$ cat src/rtl/ahb_spi_bridge_slave.sv
// AHB-Lite slave front end of the AHB-to-SPI bridge: pushes command words to the Tx FIFO.
// Optional Rx read timeout is enabled by defining AHB_SPI_RD_TIMEOUT_EN.
module ahb_spi_bridge_slave #(
    parameter int ADDR_W     = 8,
    parameter int DATA_W     = 32,
    parameter int RD_TIMEOUT = 255,
    localparam int CMD_W     = 1 + ADDR_W + DATA_W
) (
    input  logic              HCLK,
    input  logic              HRESET,
    input  logic              HSEL,
    input  logic [ADDR_W-1:0] HADDR,
    input  logic [1:0]        HTRANS,
    input  logic              HWRITE,
    input  logic [2:0]        HSIZE,
    input  logic [2:0]        HBURST,
    input  logic [DATA_W-1:0] HWDATA,
    input  logic              HREADY,
    output logic              HREADYOUT,
    output logic              HRESP,
    output logic [DATA_W-1:0] HRDATA,
    output logic [CMD_W-1:0]  tx_data,
    output logic              tx_wr_en,
    input  logic              tx_full,
    input  logic [DATA_W-1:0] rx_data,
    output logic              rx_rd_en,
    input  logic              rx_empty
);

    localparam int LANE_W = $clog2(DATA_W / 8);

    localparam logic [2:0] S_IDLE  = 3'd0;
    localparam logic [2:0] S_WDATA = 3'd1;
    localparam logic [2:0] S_RCMD  = 3'd2;
    localparam logic [2:0] S_RWAIT = 3'd3;
    localparam logic [2:0] S_RDATA = 3'd4;
    localparam logic [2:0] S_ERR1  = 3'd5;
    localparam logic [2:0] S_ERR2  = 3'd6;

    logic [2:0]        state_q;
    logic [2:0]        state_d;
    logic [ADDR_W-1:0] addr_q;
    logic              write_q;
    logic [2:0]        size_q;
    logic [DATA_W-1:0] hrdata_q;

    logic              accept;
    logic              done;
    logic              load;
    logic [7:0]        sz_bytes;
    logic [LANE_W-1:0] align_m;
    logic              illegal;
    logic [2:0]        tgt;
    logic [DATA_W-1:0] wdata_sh;
    logic [DATA_W-1:0] wdata;
    logic              to_hit;
    logic              unused_ok;

    // Byte-enable style mask covering the low (1<<sz) bytes of the bus.
    function automatic logic [DATA_W-1:0] size_mask(input logic [2:0] sz);
        logic [DATA_W-1:0] m;
        m = '0;
        for (int b = 0; b < DATA_W / 8; b++) begin
            if (b < (1 << sz)) begin
                m[8*b +: 8] = 8'hFF;
            end
        end
        return m;
    endfunction

    assign unused_ok = ^{HBURST, HTRANS[0]};

    // Address-phase qualification and legality of the requested access.
    assign accept   = HSEL & HREADY & HTRANS[1];
    assign sz_bytes = 8'd1 << HSIZE;
    assign align_m  = sz_bytes[LANE_W-1:0] - LANE_W'(1);
    assign illegal  = (sz_bytes > 8'(DATA_W / 8)) |
                      (|(HADDR[LANE_W-1:0] & align_m));

    // Target state for a freshly accepted transfer.
    always_comb begin
        tgt = S_RCMD;
        if (illegal) begin
            tgt = S_ERR1;
        end else if (HWRITE) begin
            tgt = S_WDATA;
        end
    end

    // Data phase completes this cycle, so a new address phase may load.
    always_comb begin
        done = 1'b1;
        case (state_q)
            S_WDATA: done = ~tx_full;
            S_RCMD:  done = 1'b0;
            S_RWAIT: done = 1'b0;
            S_ERR1:  done = 1'b0;
            default: done = 1'b1;
        endcase
    end

    assign load = done & accept;

    // Read-wait timeout, only built when the feature is enabled.
`ifdef AHB_SPI_RD_TIMEOUT_EN
    localparam int CNT_W = $clog2(RD_TIMEOUT + 1);
    localparam logic [CNT_W-1:0] TO_LAST = CNT_W'(RD_TIMEOUT - 1);

    logic [CNT_W-1:0] to_cnt;

    // Count RWAIT cycles; zero on entry and whenever outside RWAIT.
    always_ff @(posedge HCLK) begin
        if (HRESET || state_q != S_RWAIT) begin
            to_cnt <= '0;
        end else if (to_cnt != TO_LAST) begin
            to_cnt <= to_cnt + CNT_W'(1);
        end
    end

    assign to_hit = rx_empty & (to_cnt == TO_LAST);
`else
    localparam int unused_rd_to = RD_TIMEOUT;

    assign to_hit = 1'b0;
`endif

    // Next-state logic; completing states chain straight into the next transfer.
    always_comb begin
        state_d = state_q;
        case (state_q)
            S_IDLE, S_WDATA, S_RDATA, S_ERR2: begin
                if (done) begin
                    state_d = accept ? tgt : S_IDLE;
                end
            end
            S_RCMD: begin
                if (!tx_full) begin
                    state_d = S_RWAIT;
                end
            end
            S_RWAIT: begin
                if (!rx_empty) begin
                    state_d = S_RDATA;
                end else if (to_hit) begin
                    state_d = S_ERR1;
                end
            end
            S_ERR1:  state_d = S_ERR2;
            default: state_d = S_IDLE;
        endcase
    end

    // State and address-phase registers.
    always_ff @(posedge HCLK) begin
        if (HRESET) begin
            state_q <= S_IDLE;
            addr_q  <= '0;
            write_q <= 1'b0;
            size_q  <= '0;
        end else begin
            state_q <= state_d;
            if (load) begin
                addr_q  <= HADDR;
                write_q <= HWRITE;
                size_q  <= HSIZE;
            end
        end
    end

    // Read data capture; holds until the next read pops the Rx FIFO.
    always_ff @(posedge HCLK) begin
        if (HRESET) begin
            hrdata_q <= '0;
        end else if (rx_rd_en) begin
            hrdata_q <= rx_data & size_mask(size_q);
        end
    end

    assign wdata_sh = HWDATA >> {addr_q[LANE_W-1:0], 3'b000};
    assign wdata    = wdata_sh & size_mask(size_q);

    // FIFO command word, selected by state.
    always_comb begin
        tx_data = '0;
        case (state_q)
            S_WDATA: tx_data = {write_q, addr_q, wdata};
            S_RCMD:  tx_data = {1'b0, addr_q, {DATA_W{1'b0}}};
            default: tx_data = '0;
        endcase
    end

    assign tx_wr_en = ~HRESET & ~tx_full &
                      ((state_q == S_WDATA) | (state_q == S_RCMD));
    assign rx_rd_en = ~HRESET & ~rx_empty & (state_q == S_RWAIT);

    assign HREADYOUT = HRESET | done;
    assign HRESP     = ~HRESET & ((state_q == S_ERR1) | (state_q == S_ERR2));
    assign HRDATA    = hrdata_q;

endmodule

$ cat config.mk
export PLATFORM = sky130hd
export DESIGN_NAME = ahb_spi_bridge_slave
export DESIGN_NICKNAME = d
export VERILOG_FILES = /design/src/rtl/ahb_spi_bridge_slave.sv
export SDC_FILE = /design/constraint.sdc
export NUM_CORES = 1
export LEC_CHECK = 0
export BUFFER_PORTS_ARGS = -buffer_cell sky130_fd_sc_hd__buf_2
export CAP_MARGIN = 0
export CELL_PAD_IN_SITES_DETAIL_PLACEMENT = 2
export CELL_PAD_IN_SITES_GLOBAL_PLACEMENT = 2
export CORE_ASPECT_RATIO = 0.9
export CORE_MARGIN = 2
export CORE_UTILIZATION = 19
export CTS_CLUSTER_DIAMETER = 100
export DETAILED_ROUTE_END_ITERATION = 16
export PLACE_DENSITY_LB_ADDON = 0.1
export SYNTH_ARGS = -nofsm -noshare
export SYNTH_HDL_FRONTEND = slang
export SYNTH_SLANG_ARGS = --single-unit
$ cat constraint.sdc
create_clock -name HCLK -period 1.3 [get_ports HCLK]
set_clock_uncertainty 0.05 [all_clocks]
set_input_delay 0.065 -clock HCLK [delete_from_list [all_inputs] [get_ports HCLK]]
set_output_delay 0.065 -clock HCLK [all_outputs]
set_load 0.005 [all_outputs]
==> results of run 1 <==
-- sequential cells by signal (all words and copies together) (netlist names) --
signal / cells
state_q: 3
HRDATA: 32
addr_q: 8
write_q: 1
size_q: 3
-- routing by layer --
metal / GRT usage (%) / vias up
met1: 20.2 / 1588
met3: 3.99 / 8
met5: 0 / -
met4: 3.33 / 0
li1: - / 1588
met2: 29.8 / 81
-- cells in the final DEF (no fill, tap or decap), types with 8 or more instances in the layout --
master / instances
sky130_fd_sc_hd__nand2_1: 36
sky130_fd_sc_hd__a21oi_1: 26
sky130_fd_sc_hd__buf_2: 157
sky130_fd_sc_hd__nor2_1: 43
sky130_fd_sc_hd__buf_4: 25
sky130_fd_sc_hd__dfxtp_1: 43
sky130_fd_sc_hd__and2_1: 16
sky130_fd_sc_hd__mux2i_1: 21
sky130_fd_sc_hd__a211oi_1: 12
sky130_fd_sc_hd__a21oi_2: 8
sky130_fd_sc_hd__dlygate4sd3_1: 42
sky130_fd_sc_hd__nand3_1: 17
sky130_fd_sc_hd__buf_6: 12
-- how the worst max path moves through the flow --
stage               slack [ns]  cells past startpoint     endpoint
floorplan                -0.05                      5    addr_q[0]
global placement         -0.19                      6   state_q[0]
detailed placement       -0.24                      5   HRDATA[29]
CTS                      -0.41                      5  tx_data[30]
global route             -0.46                      6  tx_data[14]
finish                   -0.37                      5  tx_data[25]
-- area by class of cell --
| class | count | share of cell area [%] |
|---|---|---|
| tap | 168 | 4.29 |
| inverter | 3 | 0.230 |
| sequential | 47 | 19.5 |
| clock buffer | 6 | 2.63 |
| multi-input combinational | 250 | 35.8 |
| clock inverter | 2 | 0.357 |
| timing repair buffer | 248 | 37.2 |
-- through the flow --
step           power, W  utilization [%]  hold slack, ns
4_1_cts         0.00356             35.0         0.00857
5_1_grt         0.00379             37.2          0.0277
2_1_floorplan   0.00176                -           0.114
6_report        0.00357             37.2         0.00368
3_3_place_gp    0.00204             28.0           0.247
3_5_place_dp    0.00206             28.0           0.263
-- power by group --
part / switching (W) / internal (W)
Clock: 0.000579 / 0.000721
Sequential: 0.0000204 / 0.00145
Combinational: 0.000363 / 0.000430
-- critical path: cells and delay by family (launching register included) --
family                 cells  cell delay (ns)
AND/OR/NAND/NOR            4             0.78
buffers and inverters      1             0.11
flip-flops                 1             0.37
-- cells by family after synthesis --
family | count (synthesis) | share of synthesized area [%]
xor gates and xnor gates | 2 | 0.692
DFF | 47 | 37.2
muxes | 28 | 11.1
buffers and inverters | 29 | 5.29
and+or+nand+nor | 147 | 27.4
AOI/OAI and AO/OA | 73 | 18.4
-- timing repair --
| action | CTS | global route |
|---|---|---|
| hold buffers | 42 | 0 |
| resized for setup | 32 | 54 |
| endpoints found under the hold margin | 42 | 0 |
| cloned | 5 | 1 |
| setup buffers | 12 | 5 |
| endpoints found under the setup margin | 92 | 92 |
| pin swaps | 15 | 19 |
==> out/summary.md, run 1 <==
The worst register-to-register path has a setup slack of -0.29 ns. The logs give 18.9 mm for the global-route wire length before repair and -0.370 ns for the worst path setup slack after routing. The count of nets left with antenna violations once routing finished came out at 0. After detailed routing, the number of remaining DRC violations is 0. For the maximum number of pins on one net before global-route repair, the log shows 36.

Detailed placement ended at an HPWL of 8.12 mm. The arrival time at the worst endpoint was 1.56 ns; the via count of the first global-routing pass was 3,550. The flop and latch count out of synthesis is 47, and the core outline area is 13,200 sq um. The minimum clock period after layout is 1.67 ns, and the total of fill cells in the finished design is 1,487. Of the available clock period, the critical path in the final layout requires 128%. Tracing the worst setup path back leads to its startpoint at state_q[2]. For this configuration, the core starts out at a cell density of 19.2%.

The number of max-cap violations was 0; the maximum single-stage delay on the critical path was 0.37 ns. For the pin with the worst max-slew slack, the measured transition is 0.443 ns. For this run, asynchronously set or reset flops after synthesis account for 0%. The worst hold path class is primary input to flip-flop. The floorplan step defined a die boundary enclosing 14,300 sq um. Once placement completed, the tool counted placed cells totaling 653. For the required time at the worst-slack endpoint, the log shows 1.19 ns. The startpoint of the lowest-slack register-to-register path was state_q[1]. The detailed router used layers up to and including met4. Among all flip-flop cells after synthesis, the most frequent one is sky130_fd_sc_hd__dfxtp_1.

The mean post-synth cell area was 7.77 sq um. Kind of end point of the critical path: an output pin. The wire length on met1 was 5.23 mm. Summing over every cut layer, the via total after detailed routing is 3,265. Setup repair after global routing could not meet its margin everywhere.

The tree is rooted in a sky130_fd_sc_hd__clkbuf_16. Final routed wirelength across all metal layers: 12.2 mm. TritonCTS built the clock tree. The number of clock buffers added by TritonCTS is 5. In the final routed layout, each cell accounts on average for 16.9 um. The area growth from synthesis to layout is 93.6%. Measured along the y axis, the die boundary spans 114 um. For the total routing resource utilization after global routing, the log shows 16.5%. The clock transition time at the flip-flop clock pins of the worst setup and hold paths is 0.07 ns, and the number of enable-type register cells in the synthesized netlist is 0. The checks that failed: setup timing. The worst register-to-register path ends at addr_q[2].

The count of input and output buffers works out to 159. In the post-synthesis netlist, the cell with the most instances is sky130_fd_sc_hd__nor2_1. Count of final max-slew check failures: 0. The share of the Yosys chip area taken by registers is 37.2%.

For this block, the initial DRC count from the detailed router was 43. For this design, the slowest cell found on the critical path is sky130_fd_sc_hd__dfxtp_4. Measured along the x axis, the die boundary spans 126 um.

The number of nets handed over by synthesis was 413. Setup violations remaining at the end of the flow were counted as 92. The area of the mapped netlist is 2530 sq um. The post-synthesis cell type with the largest combined area is sky130_fd_sc_hd__dfxtp_1. At the later pin of the worst-skew pair, clock insertion delay measures 0.29 ns. The logs give 326 for the number of instances in the synthesized netlist and 37 for the number of distinct standard cells referenced by the synthesized netlist. Cells with a size suffix above 1 make up 49.3% of the layout.

The flow ran to the end, but the final reports show violations. The tree built by TritonCTS fans out to 47 sinks. Across the VDD grid, the largest voltage drop is 397 uV. The met2 routed wirelength came out at 6.25 mm. For the standard-cell row count, the log shows 40.

Counting instances in the post-synthesis netlist gives the leading cell types as 50 x sky130_fd_sc_hd__nor2_1, 47 x sky130_fd_sc_hd__dfxtp_1, 37 x sky130_fd_sc_hd__nand2_1. The multi-input combinational cells in the finished layout cover a total of 1760 sq um. Cell count of the worst hold path: 3.

The logs give 70.2% for the relative slew slack and 0 for the count of synthesis-stage warnings from yosys. After routing, the total negative slack on setup checks comes to -23.34 ns. The placer's final routability congestion estimate is 0.779. 164 I/O pins were placed.

Based on the critical path, the design can be clocked at up to 599 MHz. The first detailed-routing pass ran for 4 iterations. The final-report hold violation count came out at 0. For the post-route cell area, the log shows 4900 sq um. The highest fanout seen on the critical path works out to 8.

The depth of the worst register-to-register path works out to 7. The tools report the number of non-filler instances in the completed layout as 724. The area after detailed placement was 3690 sq um. The worst hold path terminates at size_q[2].

Antenna cell count: 0. The maximum number of buffers from clock root to sink was 2; the post-detailed-route via-to-cell ratio was 4.51. The number of antenna violations at the first check in global routing is 0. The type of the worst setup path is flip-flop to output pin. Summing all flip-flop and latch instances after layout gives 956 sq um. In this run the number of H-tree levels came out at 2. In this run the power density over the cells is 728 nW/um^2. At the placement stage, the worst setup path has a slack of -0.240 ns.

The final layout contains 642 nets. Global routing finished with a remaining overflow of 0. The worst setup path is launched from a flip-flop. The tools report the critical hold path startpoint as HSIZE[2]. Leakage power: 2.26 nW. Traced cell by cell, the critical path runs through nor3b_4, nand3b_4, nor2_4, and2_1, buf_2.

Routed length on met3: 636 um. By area the synthesized netlist is led by sky130_fd_sc_hd__dfxtp_1 37%, sky130_fd_sc_hd__mux2i_1 11%, sky130_fd_sc_hd__nor2_1 7.4%. The share of synthesized area in the top cell type comes to 37.2%.
Note: power is estimated with default switching activity, not from simulation.
==> inputs of run 2 (changes only) <==
Settings changed: PLACE_DENSITY from default to 0.73, PLACE_DENSITY_LB_ADDON 0.1 to default, RECOVER_POWER from default to 100.
Clock period 1.3 ns to 1.5 ns, I/O delays scaled along.
==> run 2 against run 1 <==
The run still ends with setup timing left. Combinational power decreased by 3.7%. Cell area increased by 0.82%. Clock-buffer cell count decreased by 1. Critical path depth increased by 1. Global-route usage increased by 1.5 points. First-iteration DRC count increased by 84%. Non-clock buffer count decreased by 1. Sequential power decreased by 14%. Hold slack got worse by 0.0012 ns. Register-to-register slack improved by 0.13 ns. Critical path type unchanged.
==> out/summary.md, run 2 (same netlist as run 1, synthesis figures left out) <==
The final-report hold violation count was 0 (unchanged). Hold slack: 0.00246 ns (was 0.00368 ns). The tools report the via count of the first global-routing pass as 3,750 (was 3,550). Number of non-filler instances in the completed layout: 723 (was 724). For the leakage power, the log shows 2.16 nW (was 2.26 nW). Commonest non-fill, non-tap cell in the layout: sky130_fd_sc_hd__buf_2 (unchanged). The count of clock tree sinks was 47 (unchanged).

The maximum VDD drop was 530 uV (was 397 uV). The flow ran to the end, but the final reports show violations. The number of max-cap violations is 0 (unchanged). The floorplan die width was 126 um (unchanged). Cell breakdown of the critical path: nor3b_4, buf_6, nand3b_4, buf_4, nor2_1, buf_2 (was nor3b_4, nand3b_4, nor2_4, and2_1, buf_2). The tools report the core outline area as 13,200 sq um (unchanged). The overall die area was 14,300 sq um (unchanged); the standard-cell row count was 40 (unchanged). The antenna cell count is 0 (unchanged), and the placer's final routability congestion estimate is 0.827 (was 0.779). Setup repair after global routing could not meet its margin everywhere. Initial standard-cell utilization of the core: 19.2% (unchanged). The critical path launch point type was a flip-flop (unchanged). The detailed placer's ending HPWL came out at 8.32 mm (was 8.12 mm).

The logs give 69 (was 92) for the setup-violating endpoint count in the final report and 3,363 (was 3,265) for the count of vias placed by the detailed router. For the total CTS buffers, the log shows 5 (unchanged). The number of H-tree branching levels is 2 (unchanged). The kind of end point of the critical path is an output pin (unchanged). The arrival time at the worst endpoint is 1.59 ns (was 1.56 ns), and the share of the clock period used by the worst path after layout is 114%. The highest fanout seen on the critical path is 8 (unchanged), and the layout-stage area growth over the synthesis result is 95.2% (was 93.6%). The count of input and output buffers was 159 (unchanged). The relative slew slack is 63.7% (was 70.2%), and the flip-flop count of the largest register after layout is 32 (unchanged). The post-detailed-route via-to-cell ratio came out at 4.65 (was 4.51). The area after detailed placement was 3670 sq um (was 3690 sq um). Count of final max-slew check failures: 0 (unchanged).

TritonCTS built the clock tree. The final routed wirelength across all metal layers is 13.6 mm (was 12.2 mm). The maximum number of buffers from clock root to sink was 2 (unchanged); the number of antenna violations at the first check in global routing was 0 (unchanged).

The tools report the clock root buffer master as sky130_fd_sc_hd__clkbuf_16 (unchanged). The setup total negative slack is -7.62 ns (was -23.34 ns). Failing checks: setup timing (unchanged).

For the net count of the finished layout, the log shows 641 (was 642). The count of pins on the block boundary is 164 (unchanged), and the required time at the worst-slack endpoint is 1.37 ns (was 1.19 ns). The fraction of final layout cells with drive strength greater than 1 was 49.2% (was 49.3%). Cell with the largest stage delay on the worst path: sky130_fd_sc_hd__dfxtp_4 (unchanged). The clock latency on the worst-skew pair was 0.29 ns (about the same); the worst path setup slack after routing was -0.214 ns (was -0.370 ns). The power per standard cell area came out at 642 nW/um^2 (was 728 nW/um^2). The run gives 36 (unchanged) as the maximum number of pins on one net before global-route repair. The run gives 654 (was 653) as the placed instance count.

Worst hold path class: primary input to flip-flop (unchanged). The number of design-rule violations left by the first detailed-router iteration came out at 79 (was 43). The height of the chip is 114 um (unchanged), and the post-route cell area is 4940 sq um (was 4900 sq um).

The total routing resource utilization after global routing is 18.1% (was 16.5%). The first-pass iteration count of the detailed router is 4 (unchanged). The routed design could run at a clock period as short as 1.71 ns. The maximum single-stage delay on the critical path was 0.37 ns (about the same); the sum of overflow across all layers after global routing was 0 (unchanged). The remaining number of nets flagged by the antenna check after routing was 0 (unchanged); the clock transition time at the flip-flop clock pins of the worst setup and hold paths was 0.07 ns (about the same). The transition at the pin with the smallest max-transition slack came out at 0.545 ns (was 0.443 ns).

The utilization after layout came out at 37.5% (was 37.2%). Top library cells by usage in the layout, fill and taps aside: 128 x sky130_fd_sc_hd__buf_2, 43 x sky130_fd_sc_hd__dfxtp_1, 38 x sky130_fd_sc_hd__nor2_1 (was 157 x sky130_fd_sc_hd__buf_2, 43 x sky130_fd_sc_hd__dfxtp_1, 43 x sky130_fd_sc_hd__nor2_1). The final routed DRC violation total is 0 (unchanged). Static timing analysis puts the maximum clock frequency at 583 MHz. The type of the worst setup path is flip-flop to output pin (unchanged).

The run gives 20.5 mm (was 18.9 mm) as the global-route wire length before repair. The post-detailed-route wirelength per cell works out to 18.8 um (was 16.9 um).
## run 2: changes by cell type in the layout (fill, tap and decap cells not counted), sizes merged
cell	delta
dlygate4sd3	-9
inv	+1
bufbuf	-2
buf	-12
clkbuf	+21
## run 2: cell type report
type / instances / area, sq um
fillers: 1479 / 8220
repair buffers: 247 / 1760
clock buffers: 5 / 125
clock inverters: 3 / 18.8
inverters: 3 / 16.3
flip-flops and latches: 47 / 956
multi-input cells: 250 / 1860
well taps: 168 / 210
## run 2: worst max-delay path, delay by kind of cell, from the launching register on
kind          cells  cell delay, ns
simple gates      3            0.45
buf+inv           3            0.48
flops             1            0.37
## run 2: final timing paths
| check | slack, ns | endpoint | cells past startpoint | start |
|---|---|---|---|---|
| setup reg to reg | -0.16 | addr_q[1] | 7 | state_q[1] |
| setup / recovery | -0.21 | tx_data[21] | 6 | state_q[1] |
| hold / removal | 0.002 | addr_q[3] | 3 | HADDR[3] |
| hold reg to reg | 0.40 | HRDATA[24] | 2 | HRDATA[24] |
## run 2: through the flow
stage | worst slack (ns) | power [W]
floorplan | 0.102 | 0.00152
global placement | -0.0210 | 0.00175
detailed placement | -0.110 | 0.00177
CTS | -0.154 | 0.00312
global route | -0.254 | 0.00335
finish | -0.214 | 0.00317
## run 2: power by group
| part | leakage (nW) | total [W] | internal [W] | switching (W) |
|---|---|---|---|---|
| Sequential | 0.383 | 0.00128 | 0.00126 | 0.0000177 |
| Clock | 0.0740 | 0.00113 | 0.000619 | 0.000511 |
| Combinational | 1.71 | 0.000764 | 0.000392 | 0.000373 |
| Total | 2.16 | 0.00317 | 0.00227 | 0.000901 |
## run 2: routing by layer
layer / GRT usage (%) / share of wire (%)
met1: 20.4 / 39
met2: 35.8 / 55
met3: 3.75 / 5.5
met4: 2.15 / 1.1
met5: 0 / 0
## run 2: what timing repair did
item / 4_1_cts / 5_1_grt
cloned: 3 / 0
endpoints found under the setup margin: 64 / 90
endpoints found under the hold margin: 33 / 0
buffers inserted: 18 / 8
pin swaps: 21 / 13
resized for setup: 96 / 37
hold buffers: 33 / 0
==> inputs of run 3 (changes only) <==
Clock period 1.5 ns to 1.4 ns, I/O delays scaled along.
==> run 3 against run 2 <==
The flow still finishes with violations (setup timing). Sequential cell count is the same. Clock-buffer cell count is 1 higher. Combinational power up 17%. Non-clock buffer count increased by 21. Largest power group unchanged.
==> out/summary.md, run 3 (same netlist as run 1, synthesis figures left out) <==
For the number of antenna violations at the first check in global routing, the log shows 0 (unchanged). For the arrival time at the worst endpoint, the log shows 1.65 ns (was 1.59 ns). Cell with the largest stage delay on the worst path: sky130_fd_sc_hd__dfxtp_4 (unchanged). The run gives 2 (unchanged) as the number of H-tree branching levels. The initial standard-cell utilization of the core was 19.2% (unchanged). The cell count of the worst hold path was 3 (unchanged).

The end point of the worst hold path is write_q (was addr_q[3]). Kind of end point of the critical path: an output pin (unchanged). The flow ran to the end, but the final reports show violations.

Maximum single-stage delay on the critical path: 0.39 ns (was 0.37 ns). The height of the chip is 114 um (unchanged). The layout-stage area growth over the synthesis result came out at 115% (was 95.2%). The tools report the reg-to-reg critical path endpoint as addr_q[7] (was addr_q[1]).

Top library cells by usage in the layout, fill and taps aside: 128 x sky130_fd_sc_hd__buf_2, 43 x sky130_fd_sc_hd__dfxtp_1, 37 x sky130_fd_sc_hd__dlygate4sd3_1 (was 128 x sky130_fd_sc_hd__buf_2, 43 x sky130_fd_sc_hd__dfxtp_1, 38 x sky130_fd_sc_hd__nor2_1). The maximum number of pins on one net before global-route repair is 25 (was 36). The logs give 24.5% (was 24.1%) for the fraction of power consumed by combinational cells and 0.000994 W (was 0.000901 W) for the power spent charging and discharging nets. The total routing resource utilization after global routing is 17.5% (was 18.1%). The fraction of final layout cells with drive strength greater than 1 was 57.9% (was 49.2%); the standard-cell row count was 40 (unchanged). The tools report the critical hold path startpoint as HWRITE (was HADDR[3]). The post-detailed-route via-to-cell ratio came out at 4.69 (was 4.65). The logs give 0.29 ns (about the same) for the clock latency on the worst-skew pair and 15.6 mm (was 13.6 mm) for the final routed wirelength across all metal layers. Net count of the finished layout: 662 (was 641).

The tools report the startpoint of the lowest-slack register-to-register path as state_q[2] (was state_q[1]). Register-to-register path setup slack: -0.35 ns (was -0.16 ns). The power per standard cell area is 669 nW/um^2 (was 642 nW/um^2). The leakage power was 2.36 nW (was 2.16 nW).

The overall die area is 14,300 sq um (unchanged). The power after layout was 0.00364 W (was 0.00317 W); the floorplan die width was 126 um (unchanged). The count of clock tree sinks came out at 47 (unchanged). The run gives 4 (unchanged) as the first-pass iteration count of the detailed router.

The fraction of power spent switching nets works out to 27.3% (was 28.4%). The transition at the pin with the smallest max-transition slack was 0.684 ns (was 0.545 ns). The commonest non-fill, non-tap cell in the layout is sky130_fd_sc_hd__buf_2 (unchanged). Setup repair after global routing could not meet its margin everywhere. The logs give 53.9% (was 63.7%) for the relative slew slack and 37.9% (was 40.3%) for the part of the power in registers. The count of pins on the block boundary came out at 164 (unchanged).

Cell breakdown of the critical path: nor3b_4, nand3b_4, nor2_4, buf_6, and2_1, buf_2 (was nor3b_4, buf_6, nand3b_4, buf_4, nor2_1, buf_2). The flip-flop count of the largest register after layout was 32 (unchanged). For the worst slack at placement, the log shows -0.199 ns (was -0.110 ns).

For the required time at the worst-slack endpoint, the log shows 1.28 ns (was 1.37 ns). Placer's final routability congestion estimate: 0.837 (was 0.827). Clock power share: 37.6% (was 35.6%). The final routed DRC violation total came out at 0 (unchanged). The sum of overflow across all layers after global routing is 0 (unchanged), and the post-detailed-route wirelength per cell is 20.9 um (was 18.8 um). The clock transition time at the flip-flop clock pins of the worst setup and hold paths works out to 0.07 ns (about the same). The run gives 0 (unchanged) as the count of final max-slew check failures. The core outline area came out at 13,200 sq um (unchanged). After layout, the minimum clock period comes to 1.77 ns. The remaining number of nets flagged by the antenna check after routing was 0 (unchanged).

The global-route wire length before repair was 20.0 mm (was 20.5 mm). The critical path launch point type is a flip-flop (unchanged). The via count of the first global-routing pass was 3,798 (was 3,750).

The type of the worst setup path is flip-flop to output pin (unchanged). The setup-violating endpoint count in the final report was 91 (was 69); the detailed placer's ending HPWL was 8.63 mm (was 8.32 mm). Final-report hold violation count: 0 (unchanged). Failing checks: setup timing (unchanged). The clock root buffer master was sky130_fd_sc_hd__clkbuf_16 (unchanged).

The internal power component was 0.00264 W (was 0.00227 W); the count of input and output buffers was 159 (unchanged). The number of design-rule violations left by the first detailed-router iteration is 71 (was 79), and the maximum number of buffers from clock root to sink is 2 (unchanged). The depth of the worst register-to-register path is 7 (unchanged).

The count of vias placed by the detailed router is 3,483 (was 3,363), and the maximum achievable frequency is 564 MHz. The number of max-cap violations came out at 0 (unchanged). Share of the clock period used by the worst path after layout: 127%. The worst hold path class was primary input to flip-flop (unchanged).

The tools report the total CTS buffers as 5 (unchanged). TritonCTS built the clock tree. The antenna cell count is 0 (unchanged). The maximum VDD drop is 438 uV (was 530 uV). The worst path setup slack after routing was -0.375 ns (was -0.214 ns); the highest fanout seen on the critical path was 5 (was 8).
[run 3: cell types whose count changed in the layout (fill, tap and decap cells not counted), moves of 5 or more]
cell	before	now
sky130_fd_sc_hd__nand2_4	0	6
sky130_fd_sc_hd__a21oi_1	27	15
sky130_fd_sc_hd__nor2_2	7	14
sky130_fd_sc_hd__nand2_2	0	9
sky130_fd_sc_hd__nor2_1	38	31
sky130_fd_sc_hd__a21oi_2	7	19
sky130_fd_sc_hd__nand2_1	37	22
sky130_fd_sc_hd__buf_4	28	33
[run 3: cell type report]
type,instances,area (sq um)
timing repair buffer,268,2060
clock inverter,1,30.0
sequential,47,956
inverter,3,18.8
clock buffer,6,129
tap,168,210
fill,1427,7720
multi-input combinational,250,2040
[run 3: routing by layer]
metal	global-route usage [%]	vias up	routed length (um)
li1	-	1628	-
met1	19.6	1718	5940
met3	4.74	16	819
met2	33.6	121	8640
met4	3.04	0	154
met5	0	-	0
[run 3: repair_timing]
action	in CTS	in global routing
hold endpoints to repair	37	0
gates cloned	5	1
pin swaps	20	22
hold buffers	37	0
setup buffers	17	22
setup endpoints to repair	91	91
gates resized for setup	89	112
[run 3: stage by stage]
| step | hold slack, ns | instance area (sq um) | TNS, ns | util, % | cells |
|---|---|---|---|---|---|
| after floorplan | 0.124 | 2530 | 0 | - | 326 |
| after global placement | 0.253 | 3740 | -3.70 | 28.4 | 660 |
| after detailed placement | 0.267 | 3740 | -9.67 | 28.4 | 660 |
| after CTS | 0.00757 | 4860 | -14.54 | 36.9 | 725 |
| after global routing | 0.00474 | 5440 | -26.27 | 41.3 | 743 |
| final | 0.00449 | 5440 | -20.35 | 41.3 | 743 |
[run 3: worst max-delay path by stage]
stage | startpoint | end | slack (ns) | cells after the start
finish | state_q[0] | tx_data[31] | -0.37 | 6
global route | addr_q[1] | tx_data[9] | -0.45 | 6
CTS | state_q[0] | tx_data[29] | -0.31 | 6
detailed placement | state_q[2] | addr_q[7] | -0.20 | 5
global placement | state_q[2] | addr_q[0] | -0.11 | 5
floorplan | state_q[1] | addr_q[0] | 0.002 | 5
[run 3: power by group through the flow]
| stage | Clock [W] | Sequential, W | Combinational (W) |
|---|---|---|---|
| 6_report | 0.00137 | 0.00138 | 0.000893 |
| 5_1_grt | 0.00147 | 0.00138 | 0.000946 |
| 4_1_cts | 0.00140 | 0.00137 | 0.000695 |
| 3_5_place_dp | 0 | 0.00140 | 0.000512 |
| 3_3_place_gp | 0 | 0.00140 | 0.000493 |
| 2_1_floorplan | 0 | 0.00139 | 0.000236 |
[run 3: worst max-delay path, delay by kind of cell (launching register included)]
family                 cells  cell delay (ns)
buffers and inverters      2             0.23
flip-flops                 1             0.39
AND/OR/NAND/NOR            4             0.74
